<file path="src/rtl/arb2_mux16_ctrl.sv">
// arb2_mux16_ctrl
// Two-requester round-robin arbiter driving the select of a shared 16-bit
// 2:1 datapath, followed by a single output register with its own
// valid/ready handshake. Per-requester transfer counters are kept for debug
// and fairness checking.
//
// Handshake semantics (all three ports): a word moves on a rising edge where
// valid & ready are both high. A source holds valid and its data stable
// until that edge. valid never depends on ready. ready0/ready1 depend only on
// valid0, valid1, out_valid, out_ready and the last grant, never on data.
module arb2_mux16_ctrl #(
    parameter int WIDTH = 16,
    parameter int CNT_W = 8
) (
    input  logic             clk,
    input  logic             rst_n,
    // requester 0
    input  logic             valid0,
    input  logic [WIDTH-1:0] data0,
    output logic             ready0,
    // requester 1
    input  logic             valid1,
    input  logic [WIDTH-1:0] data1,
    output logic             ready1,
    // downstream
    output logic             out_valid,
    output logic [WIDTH-1:0] out_data,
    input  logic             out_ready,
    // datapath select and debug
    output logic             sel,
    output logic             out_src,
    output logic [CNT_W-1:0] cnt0,
    output logic [CNT_W-1:0] cnt1
);

    // Output register state. The state bit is also the out_valid output,
    // so the state is directly observable on the port.
    localparam logic [0:0] ST_EMPTY = 1'b0;
    localparam logic [0:0] ST_FULL  = 1'b1;

    localparam logic [CNT_W-1:0] CNT_ONE = {{(CNT_W-1){1'b0}}, 1'b1};

    logic [0:0]       state_q, state_d;
    logic [WIDTH-1:0] data_q,  data_d;
    logic             src_q,   src_d;
    logic             last_q,  last_d;   // 1 after reset: requester 0 wins the first tie
    logic [CNT_W-1:0] cnt0_q,  cnt0_d;
    logic [CNT_W-1:0] cnt1_q,  cnt1_d;

    logic             load;
    logic             grant0;
    logic             grant1;
    logic             grant_any;
    logic             sel_w;
    logic [WIDTH-1:0] mux_data;

    // Arbitration: a grant is only possible when the register can take a
    // word this cycle (empty, or being drained in the same cycle). Grants
    // are forced low while reset is asserted so no ready leaks out.
    always_comb begin
        load      = (state_q == ST_EMPTY) | out_ready;
        grant0    = rst_n & load & valid0 & (~valid1 | last_q);
        grant1    = rst_n & load & valid1 & (~valid0 | ~last_q);
        grant_any = grant0 | grant1;
        // Without a grant the select parks on the last winner so it does
        // not toggle for nothing.
        sel_w     = grant_any ? grant1 : last_q;
    end

    // Shared 2:1 datapath mux steered by the select.
    always_comb begin
        mux_data = sel_w ? data1 : data0;
    end

    // Next-state for the output register, grant history and counters.
    always_comb begin
        state_d = state_q;
        data_d  = data_q;
        src_d   = src_q;
        last_d  = last_q;
        cnt0_d  = cnt0_q;
        cnt1_d  = cnt1_q;

        if (grant_any) begin
            // Load (possibly a same-cycle drain and refill).
            state_d = ST_FULL;
            data_d  = mux_data;
            src_d   = grant1;
            last_d  = grant1;
            if (grant0) begin
                cnt0_d = cnt0_q + CNT_ONE;
            end
            if (grant1) begin
                cnt1_d = cnt1_q + CNT_ONE;
            end
        end else if ((state_q == ST_FULL) && out_ready) begin
            // Drained with nothing to replace it; data and source hold.
            state_d = ST_EMPTY;
        end
    end

    // State registers with asynchronous active-low reset; a reset
    // mid-transfer discards the held word entirely.
    always_ff @(posedge clk or negedge rst_n) begin
        if (!rst_n) begin
            state_q <= ST_EMPTY;
            data_q  <= '0;
            src_q   <= 1'b0;
            last_q  <= 1'b1;
            cnt0_q  <= '0;
            cnt1_q  <= '0;
        end else begin
            state_q <= state_d;
            data_q  <= data_d;
            src_q   <= src_d;
            last_q  <= last_d;
            cnt0_q  <= cnt0_d;
            cnt1_q  <= cnt1_d;
        end
    end

    assign ready0    = grant0;
    assign ready1    = grant1;
    assign sel       = sel_w;
    assign out_valid = (state_q == ST_FULL);
    assign out_data  = data_q;
    assign out_src   = src_q;
    assign cnt0      = cnt0_q;
    assign cnt1      = cnt1_q;

endmodule

</file>
<file path="config.mk">
export PLATFORM = sky130hd
export DESIGN_NAME = arb2_mux16_ctrl
export DESIGN_NICKNAME = d
export VERILOG_FILES = /design/src/rtl/arb2_mux16_ctrl.sv
export SDC_FILE = /design/constraint.sdc
export NUM_CORES = 1
export LEC_CHECK = 0
export ABC_AREA = 1
export CORE_UTILIZATION = 50
export CTS_BUF_LIST = sky130_fd_sc_hd__clkbuf_2
export CTS_CLUSTER_DIAMETER = 80
export CTS_CLUSTER_SIZE = 40
export DETAILED_ROUTE_END_ITERATION = 10
export PLACE_DENSITY = 0.89
export SETUP_SLACK_MARGIN = 0.02
export SYNTH_ARGS = -nofsm -noshare
export SYNTH_HDL_FRONTEND = slang
export SYNTH_SLANG_ARGS = --single-unit
</file>
<file path="constraint.sdc">
create_clock -name clk -period 3.04 [get_ports clk]
set_input_delay 0.608 -clock clk [delete_from_list [all_inputs] [get_ports clk]]
set_output_delay 0.608 -clock clk [all_outputs]
set_load 0.01 [all_outputs]
</file>
==> results of run 1 <==
[worst max-delay path by stage]
stage,slack (ns),from,end
finish,0.26,out_ready,ready0
global route,0.13,out_ready,ready0
CTS,0.24,out_ready,ready0
detailed placement,0.25,out_ready,ready0
global placement,0.30,out_ready,ready0
floorplan,1.04,rst_n,sel
[placed cells by master (no fill, tap or decap), types with 2 or more instances in the layout]
cell / synthesis / routed
sky130_fd_sc_hd__o2111ai_1: 16 / 16
sky130_fd_sc_hd__nand4_1: 2 / 2
sky130_fd_sc_hd__dfrtp_1: 34 / 34
sky130_fd_sc_hd__nor2_1: 25 / 25
sky130_fd_sc_hd__nand2_1: 89 / 89
sky130_fd_sc_hd__inv_2: 2 / 2
sky130_fd_sc_hd__clkdlybuf4s50_1: 0 / 72
sky130_fd_sc_hd__ha_1: 2 / 2
sky130_fd_sc_hd__inv_1: 77 / 77
sky130_fd_sc_hd__xnor2_1: 4 / 4
sky130_fd_sc_hd__nand3b_1: 3 / 3
sky130_fd_sc_hd__clkbuf_2: 0 / 6
sky130_fd_sc_hd__o21ai_0: 2 / 2
sky130_fd_sc_hd__clkinv_1: 1 / 2
sky130_fd_sc_hd__buf_4: 1 / 8
sky130_fd_sc_hd__nand3_1: 19 / 19
sky130_fd_sc_hd__xor2_1: 5 / 5
[area by class of cell]
type	count	area [um^2]	area share, %
sequential	35	877	30.0
multi-input combinational	172	862	29.5
timing repair buffer	81	786	26.8
inverter	80	300	10.3
tap	50	62.6	2.14
clock buffer	6	30.0	1.03
clock inverter	2	8.76	0.299
[flip-flops by register name (all words and copies together), names as in the netlist]
name       count
cnt0           8
cnt1           8
last_q         1
out_src        1
out_valid      1
out_data      16
[power by group through the flow]
stage          logic [mW]  registers, mW  clock network (mW)
2_1_floorplan       0.335          0.792                   0
3_3_place_gp        0.756          0.765                   0
3_5_place_dp        0.783          0.770                   0
4_1_cts             0.786          0.762               0.214
5_1_grt             0.872          0.786               0.234
6_report            0.777          0.762               0.206
[metrics by stage]
stage          hold slack [ns]  utilization (%)  area, um^2
2_1_floorplan            0.312                -        2120
3_3_place_gp             0.454             71.7        2890
3_5_place_dp             0.466             71.7        2890
4_1_cts                  0.312             72.6        2930
5_1_grt                  0.300             72.6        2930
6_report                 0.309             72.6        2930
[kinds of logic after synthesis]
logic type | count (synthesis) | synth area share, %
DFF | 35 | 41.3
adders and majority gates | 2 | 1.18
AOI/OAI and AO/OA | 21 | 8.61
and+or+nand+nor | 140 | 27.1
buffers and inverters | 93 | 18.0
xor gates and xnor gates | 9 | 3.71
[metal layers]
metal  wire length (um)  part of all wire, %
met1               2050                   42
met2               2540                   52
met3                201                  4.2
met4                 59                  1.2
met5                  0                    0
==> results.sh, run 1 <==
export IMPL_wl_per_cell_um=11.4
export IMPL_buffer_ports_inserted=73
export IMPL_grt_start_max_net_pins=36
export IMPL_crit_path_cell_trace="clkdlybuf4s50_1 > inv_2 > a21oi_4 > nand2_1 > inv_2 > clkdlybuf4s50_1"
export IMPL_grt_setup_unrepaired="false"
export IMPL_leakagePower_nw=1.69
export IMPL_tritoncts="built"
export IMPL_regToRegEndpoint="cnt1[3]$_DFFE_PN0P_"
export IMPL_critical_path_max_stage_delay_ns=0.55
export IMPL_cellInternalPower_mw=1.09
export IMPL_floorplan_initialDensity_pct=52.7
export IMPL_grt_util_met2_pct=44.3
export IMPL_cts_max_level=2
export IMPL_peakVddDrop_mv=0.284
export IMPL_combPwrFrac_pct=44.5
export IMPL_slew_headroom_pct=70.6
export IMPL_synth_edff_count=0
export IMPL_slew_of_the_pin_with_the_lowest_slew_margin_ns=0.441
export IMPL_cts_sinks=35
export IMPL_timing_setup_tns_ns=0
export IMPL_met3_usage_pct=5.57
export IMPL_yosysMostFrequentCell="sky130_fd_sc_hd__nand2_1"
export IMPL_crit_path_end_kind="output pin"
export IMPL_global_route_met1_utilization_pct=26.6
export IMPL_critPathSlowestCell="sky130_fd_sc_hd__clkdlybuf4s50_1"
export IMPL_die_width_um=67.1
export IMPL_ctsLongestPathBuffers=2
export IMPL_syn_num_nets=339
export IMPL_result_of_the_run="finished, final reports clean"
export IMPL_dpl_hpwl_um=3610
export IMPL_postLayoutSetupSlackWorst_ns=0.264
export IMPL_remaining_drc_errors=0
export IMPL_synth_area_per_cell_um2=7.07
export IMPL_rows=23
export IMPL_setup_violations_final=0
export IMPL_first_global_vias=1930
export IMPL_clockPowerShare_pct=11.8
export IMPL_synth_ff_latch_count=35
export IMPL_gr_max_usage_layer="met2"
export IMPL_worst_setup_path_type="input pin to output pin"
export IMPL_r2r_slack_ns=1.29
export IMPL_switching_share_pct=37.4
export IMPL_worst_slack_at_placement_ns=0.245
export IMPL_core_area_um2=4030
export IMPL_report_final_hold_viol_count=0
export IMPL_clock_latency_ns=0.34
export IMPL_antenna_violating_nets_post_route=0
export IMPL_hold_path_class="input pin to async pin"
export IMPL_synth_top_cells_by_area="sky130_fd_sc_hd__dfrtp_1, sky130_fd_sc_hd__nand2_1, sky130_fd_sc_hd__inv_1"
export IMPL_grt_usage_pct=23.9
export IMPL_clock_buffer_count_from_cts=5
export IMPL_setup_repair_bufs_after_cts=0
export IMPL_syn_area_um2=2120
export IMPL_ys_top_cells_by_count="sky130_fd_sc_hd__nand2_1, sky130_fd_sc_hd__inv_1, sky130_fd_sc_hd__dfrtp_1"
export IMPL_yosys_most_used_dff="sky130_fd_sc_hd__dfrtp_1"
export IMPL_path_delay_family="buffers and inverters"
export IMPL_critical_path_n_buffers_inverters=4
export IMPL_grt_pass1_wl_um=8100
export IMPL_die_height_um=67.1
export IMPL_drt_iter0_markers=139
export IMPL_netSwitchingPower_mw=0.653
export IMPL_synth_yosys_warnings=0
export IMPL_yosys_area_top_type="sky130_fd_sc_hd__dfrtp_1"
export IMPL_final_worst_path_period_need_ns=2.78
export IMPL_crit_cells=6
export IMPL_vias_per_cell=4.78
export IMPL_synth_yosys_seq_area_share_pct=41.3
export IMPL_route_vias_total=2037
export IMPL_post_cts_repair_resize_count=0
export IMPL_finalClockSkew_ns=0.0188
export IMPL_timing_max_cap_violations=0
export IMPL_final_global_route_overflow_total=0
export IMPL_fmax_ghz=0.360
export IMPL_post_place_cells=418
export IMPL_syn_to_final_growth_pct=37.9
export IMPL_cts_root_buf="sky130_fd_sc_hd__clkbuf_2"
export IMPL_clk_pin_slew_ns=0.18
export IMPL_r2r_start="last_q$_DFF_PN1_"
export IMPL_syn_instance_count=300
export IMPL_dr_pass1_iters=4
export IMPL_share_of_cells_above_drive_strength_1_pct=6.12
export IMPL_yosys_area_top_type_share_pct=40.1
export IMPL_cts_hold_fix_buffers=0
export IMPL_instances_no_fill=426
export IMPL_finalPower_mw=1.75
export IMPL_critical_path_startpoint_type="input pin"
export IMPL_worst_r2r_path_depth=7
export IMPL_cp_required_ns=2.43
export IMPL_async_reset_ff_share_pct=100
export IMPL_gp_congestion=0.832
export IMPL_ios=74
export IMPL_critical_path_peak_fanout=7
export IMPL_final_fill_count=336
export IMPL_drt_total_wl_um=4840
export IMPL_antenna_cells=0
export IMPL_number_of_nets_in_the_layout=414
export IMPL_number_of_distinct_library_cell_variants_in_the_gate_level_netlist_after_synthesis=24
export IMPL_dieArea_um2=4510
export IMPL_report_final_slew_viol_count=0
export IMPL_power_density_nw_per_um2=596
export IMPL_power_share_sequential_pct=43.7
export IMPL_min_period_over_period_pct=91.3
export IMPL_arrival_ns=2.17
export IMPL_antenna_found_initial=0
No activity file was read; power rests on OpenSTA's default activity.
==> run 2, diff against run 1 <==
- CORE_UTILIZATION: 50 -> 34
- PLACE_DENSITY: 0.89 -> 0.65
==> run 2 against run 1 <==
Net effect: register-to-register slack improved by 0.04 ns; clock skew fell by 0.0032 ns; worst setup slack worse by 0.13 ns; cell area is 2.3% higher; via count rose by 0.25%; core utilization shrank 22 points; clock-buffer cell count unchanged; cell count increased by 6.8%; global-route usage is 6.6 points lower; flip-flop and latch count unchanged; largest cell class unchanged.
==> results.sh, run 2 (synthesis results as in run 1) <==
export IMPL_result_of_the_run="finished, final reports clean"
export IMPL_layout_cells_most_common="sky130_fd_sc_hd__nand2_1"
export IMPL_grt_setup_unrepaired="false"
export IMPL_hp_start="cnt1[4]$_DFFE_PN0P_"
export IMPL_vias_per_cell=4.49
export IMPL_ios=74
export IMPL_report_final_hold_viol_count=0
export IMPL_layout_common_cells="sky130_fd_sc_hd__nand2_1, sky130_fd_sc_hd__inv_1, sky130_fd_sc_hd__clkdlybuf4s50_1"
export IMPL_number_of_flip_flops_in_the_largest_register=16
export IMPL_timing_max_cap_violations=0
export IMPL_final_global_route_overflow_total=0
export IMPL_leakagePower_nw=1.71
export IMPL_syn_to_final_growth_pct=41.1
export IMPL_clock_latency_ns=0.38
export IMPL_power_density_nw_per_um2=587
export IMPL_crit_path_end_kind="output pin"
export IMPL_ctsLongestPathBuffers=2
export IMPL_post_route_standard_cell_area_excluding_fillers_um2=2990
export IMPL_gp_congestion=0.752
export IMPL_r2r_start="last_q$_DFF_PN1_"
export IMPL_cts_max_level=2
export IMPL_arrival_ns=2.30
export IMPL_finalPower_mw=1.76
export IMPL_dpl_hpwl_um=3730
export IMPL_drt_iter0_markers=56
export IMPL_critical_path_peak_fanout=5
export IMPL_path_delay_family="buffers and inverters"
export IMPL_clock_buffer_count_from_cts=5
export IMPL_die_height_um=81
export IMPL_cts_root_buf="sky130_fd_sc_hd__clkbuf_2"
export IMPL_worst_r2r_path_depth=7
export IMPL_grt_start_max_net_pins=34
export IMPL_r2r_slack_ns=1.33
export IMPL_timing_setup_tns_ns=0
export IMPL_critical_path_n_buffers_inverters=5
export IMPL_tritoncts="built"
export IMPL_drt_total_wl_um=5210
export IMPL_first_global_vias=1902
export IMPL_finalClockSkew_ns=0.0155
export IMPL_place_area_um2=2930
export IMPL_cts_sinks=35
export IMPL_final_worst_path_period_need_ns=2.91
export IMPL_route_vias_total=2042
export IMPL_worst_slack_at_placement_ns=0.275
export IMPL_cp_required_ns=2.43
export IMPL_remaining_drc_errors=0
export IMPL_hold_path_class="flop to flop"
export IMPL_buffer_ports_inserted=73
export IMPL_setup_violations_final=0
export IMPL_critPathSlowestCell="sky130_fd_sc_hd__clkdlybuf4s50_1"
export IMPL_peakVddDrop_mv=0.293
export IMPL_grt_usage_pct=17.3
export IMPL_final_fill_count=624
export IMPL_core_area_um2=5960
export IMPL_grt_pass1_wl_um=8660
export IMPL_antenna_cells=0
export IMPL_dr_pass1_iters=4
export IMPL_dieArea_um2=6560
export IMPL_destination_of_the_worst_hold_path="cnt1[4]$_DFFE_PN0P_"
export IMPL_hold_slack_ns=0.500
export IMPL_antenna_violating_nets_post_route=0
export IMPL_critical_path_startpoint_type="input pin"
export IMPL_floorplan_initialDensity_pct=35.6
export IMPL_rows=28
export IMPL_wl_per_cell_um=11.5
export IMPL_postLayoutSetupSlackWorst_ns=0.131
export IMPL_number_of_nets_in_the_layout=418
export IMPL_slew_headroom_pct=70.7
export IMPL_crit_path_cell_trace="dlygate4sd3_1 > buf_2 > inv_1 > a21oi_4 > nand2_2 > inv_2 > clkdlybuf4s50_1"
export IMPL_regToRegEndpoint="cnt1[3]$_DFFE_PN0P_"
export IMPL_slew_of_the_pin_with_the_lowest_slew_margin_ns=0.439
export IMPL_critical_path_max_stage_delay_ns=0.55
export IMPL_min_period_over_period_pct=95.7
export IMPL_worst_setup_path_type="input pin to output pin"
export IMPL_die_width_um=81
export IMPL_report_final_slew_viol_count=0
export IMPL_share_of_cells_above_drive_strength_1_pct=6.84
export IMPL_fmax_ghz=0.344
export IMPL_antenna_found_initial=0
export IMPL_clk_pin_slew_ns=0.17
export IMPL_min_path_cells=1
run 2: area by class of cell:
class	count	area, um^2	share of cell area (%)
clock buffers	6	30.0	1.00
clock inverters	2	7.51	0.251
inverters	80	300	10.0
multi-input cells	172	865	28.9
flip-flops and latches	35	877	29.3
well taps	75	93.8	3.13
repair buffers	85	821	27.4
run 2: timing repair:
action / in CTS / in global routing
hold endpoints to repair: 1 / 0
resized for setup: 0 / 2
hold buffers: 1 / 0
setup buffers: 0 / 2
endpoints found under the setup margin: 0 / 2
run 2: worst max-delay path by stage:
stage,depth (start not counted),start,endpoint,slack [ns]
2_1_floorplan,7,rst_n,sel,1.04
3_3_place_gp,8,valid1,sel,0.29
3_5_place_dp,7,out_ready,sel,0.28
4_1_cts,8,rst_n,sel,0.05
5_1_grt,7,rst_n,ready0,0.03
6_report,7,rst_n,ready0,0.13
run 2: power breakdown:
part / switching, mW / internal (mW) / leakage (nW)
sequential: 0.153 / 0.607 / 0.418
combinational: 0.349 / 0.433 / 1.27
clock: 0.161 / 0.0554 / 0.0281
total: 0.663 / 1.10 / 1.71
run 2: stage by stage:
step | utilization, % | instances
after detailed placement | 49.1 | 444
final | 50.3 | 455
after CTS | 49.9 | 453
after global placement | 49.1 | 444
after global routing | 50.3 | 455
after floorplan | - | 300
run 2: layer usage:
| metal | part of all wire [%] | GRT usage, % |
|---|---|---|
| met1 | 44 | 20.9 |
| met2 | 51 | 30.1 |
| met3 | 4.4 | 4.27 |
| met4 | 1.2 | 5.36 |
| met5 | 0 | 0 |
==> run 3, diff against run 2 <==
- TNS_END_PERCENT: default -> 30
==> run 3 against run 2 <==
Net effect: critical path depth stayed put; worst hold slack is essentially flat; global-route usage unchanged; worst setup slack got worse by 0.021 ns; first-iteration DRC count fell by 5.4%; clock power hardly changed; sequential power about the same; sequential share of layout area increased by 0.15 points; combinational power hardly changed; die area stayed put; highest routed layer unchanged; flip-flop and latch count did not move.
==> results.sh, run 3 (synthesis results as in run 1) <==
export IMPL_critical_path_startpoint_type="input pin"
export IMPL_final_worst_path_period_need_ns=2.93
export IMPL_timing_setup_tns_ns=0
export IMPL_timing_max_cap_violations=0
export IMPL_antenna_cells=0
export IMPL_cts_max_level=2
export IMPL_cts_root_buf="sky130_fd_sc_hd__clkbuf_2"
export IMPL_report_final_slew_viol_count=0
export IMPL_dieArea_um2=6560
export IMPL_grt_pass1_wl_um=8660
export IMPL_fmax_ghz=0.341
export IMPL_grt_usage_pct=17.3
export IMPL_antenna_violating_nets_post_route=0
export IMPL_remaining_drc_errors=0
export IMPL_ctsLongestPathBuffers=2
export IMPL_cp_required_ns=2.43
export IMPL_power_density_nw_per_um2=588
export IMPL_gp_congestion=0.752
export IMPL_number_of_flip_flops_in_the_largest_register=16
export IMPL_dr_pass1_iters=4
export IMPL_report_final_hold_viol_count=0
export IMPL_leakagePower_nw=1.70
export IMPL_number_of_nets_in_the_layout=416
export IMPL_drt_total_wl_um=5190
export IMPL_share_of_cells_above_drive_strength_1_pct=6.35
export IMPL_route_vias_total=2040
export IMPL_layout_cells_most_common="sky130_fd_sc_hd__nand2_1"
export IMPL_r2r_slack_ns=1.33
export IMPL_critical_path_peak_fanout=7
export IMPL_clock_buffer_count_from_cts=5
export IMPL_finalPower_mw=1.75
export IMPL_die_height_um=81
export IMPL_rows=28
export IMPL_slew_headroom_pct=70.9
export IMPL_worst_setup_path_type="input pin to output pin"
export IMPL_dpl_hpwl_um=3730
export IMPL_wl_per_cell_um=11.5
export IMPL_peakVddDrop_mv=0.293
export IMPL_min_period_over_period_pct=96.4
export IMPL_result_of_the_run="finished, final reports clean"
export IMPL_antenna_found_initial=0
export IMPL_syn_to_final_growth_pct=40.4
export IMPL_hold_path_class="flop to flop"
export IMPL_die_width_um=81
export IMPL_final_global_route_overflow_total=0
export IMPL_core_area_um2=5960
export IMPL_clk_pin_slew_ns=0.17
export IMPL_grt_setup_unrepaired="false"
export IMPL_buffer_ports_inserted=73
export IMPL_floorplan_initialDensity_pct=35.6
export IMPL_crit_path_end_kind="output pin"
export IMPL_tritoncts="built"
export IMPL_cts_sinks=35
export IMPL_clock_latency_ns=0.38
export IMPL_drt_iter0_markers=53
export IMPL_setup_violations_final=0
export IMPL_first_global_vias=1902
export IMPL_slew_of_the_pin_with_the_lowest_slew_margin_ns=0.436
export IMPL_ios=74
export IMPL_finalClockSkew_ns=0.0174
export IMPL_grt_start_max_net_pins=34
export IMPL_arrival_ns=2.32
export IMPL_layout_common_cells="sky130_fd_sc_hd__nand2_1, sky130_fd_sc_hd__inv_1, sky130_fd_sc_hd__clkdlybuf4s50_1"
export IMPL_vias_per_cell=4.50
[run 3: cell types whose count changed in the layout (fill, tap and decap cells not counted), sizes merged]
cell  change
buf       -2
[run 3: final timing paths]
path | from | to | cells past startpoint
setup / recovery | rst_n | ready0 | 7
setup reg to reg | last_q$_DFF_PN1_ | cnt1[3]$_DFFE_PN0P_ | 7
max in group asynchronous | rst_n | cnt1[2]$_DFFE_PN0P_ | 3
min in group asynchronous | rst_n | out_valid$_DFFE_PN0P_ | 2
hold / removal | cnt1[4]$_DFFE_PN0P_ | cnt1[4]$_DFFE_PN0P_ | 1
hold reg to reg | cnt1[4]$_DFFE_PN0P_ | cnt1[4]$_DFFE_PN0P_ | 1
[run 3: what timing repair did]
action | in CTS | in global routing
endpoints found under the setup margin | 0 | 2
setup buffers | 0 | 0
hold endpoints to repair | 1 | 0
gates resized for setup | 0 | 2
hold buffers | 1 | 0
[run 3: per-stage QoR]
step	std cells	util [%]	hold WS, ns	instance area, um^2	worst slack, ns
global placement	444	49.1	0.423	2930	0.289
finish	453	50.0	0.499	2980	0.110
global route	453	50.0	0.521	2980	0.0138
CTS	453	49.9	0.507	2970	0.0522
floorplan	300	-	0.312	2120	1.04
detailed placement	444	49.1	0.426	2930	0.275
[run 3: worst max-delay path, cell delays in order]
cell	delay (ns)
sky130_fd_sc_hd__dlygate4sd3_1	0.52
sky130_fd_sc_hd__buf_2	0.17
sky130_fd_sc_hd__inv_1	0.08
sky130_fd_sc_hd__a21oi_4	0.14
sky130_fd_sc_hd__nand2_2	0.11
sky130_fd_sc_hd__inv_2	0.14
sky130_fd_sc_hd__clkdlybuf4s50_1	0.55
[run 3: cell type report]
class,instances,area (um^2)
fillers,626,2980
flip-flops and latches,35,877
multi-input cells,172,865
repair buffers,83,806
inverters,80,300
well taps,75,93.8
clock buffers,6,30.0
clock inverters,2,7.51
[run 3: where the power goes]
| group | total, mW | internal [mW] | leakage, nW | switching (mW) |
|---|---|---|---|---|
| logic | 0.780 | 0.431 | 1.26 | 0.349 |
| clock network | 0.213 | 0.0554 | 0.0281 | 0.158 |
| registers | 0.760 | 0.607 | 0.418 | 0.153 |
[run 3: per-layer routing]
| layer | GRT usage, % | up-vias | wire [um] |
|---|---|---|---|
| li1 | - | 1049 | - |
| met1 | 20.9 | 931 | 2270 |
| met2 | 30.1 | 53 | 2630 |
| met3 | 4.27 | 7 | 228 |
| met4 | 5.36 | 0 | 64 |
| met5 | 0 | - | 0 |
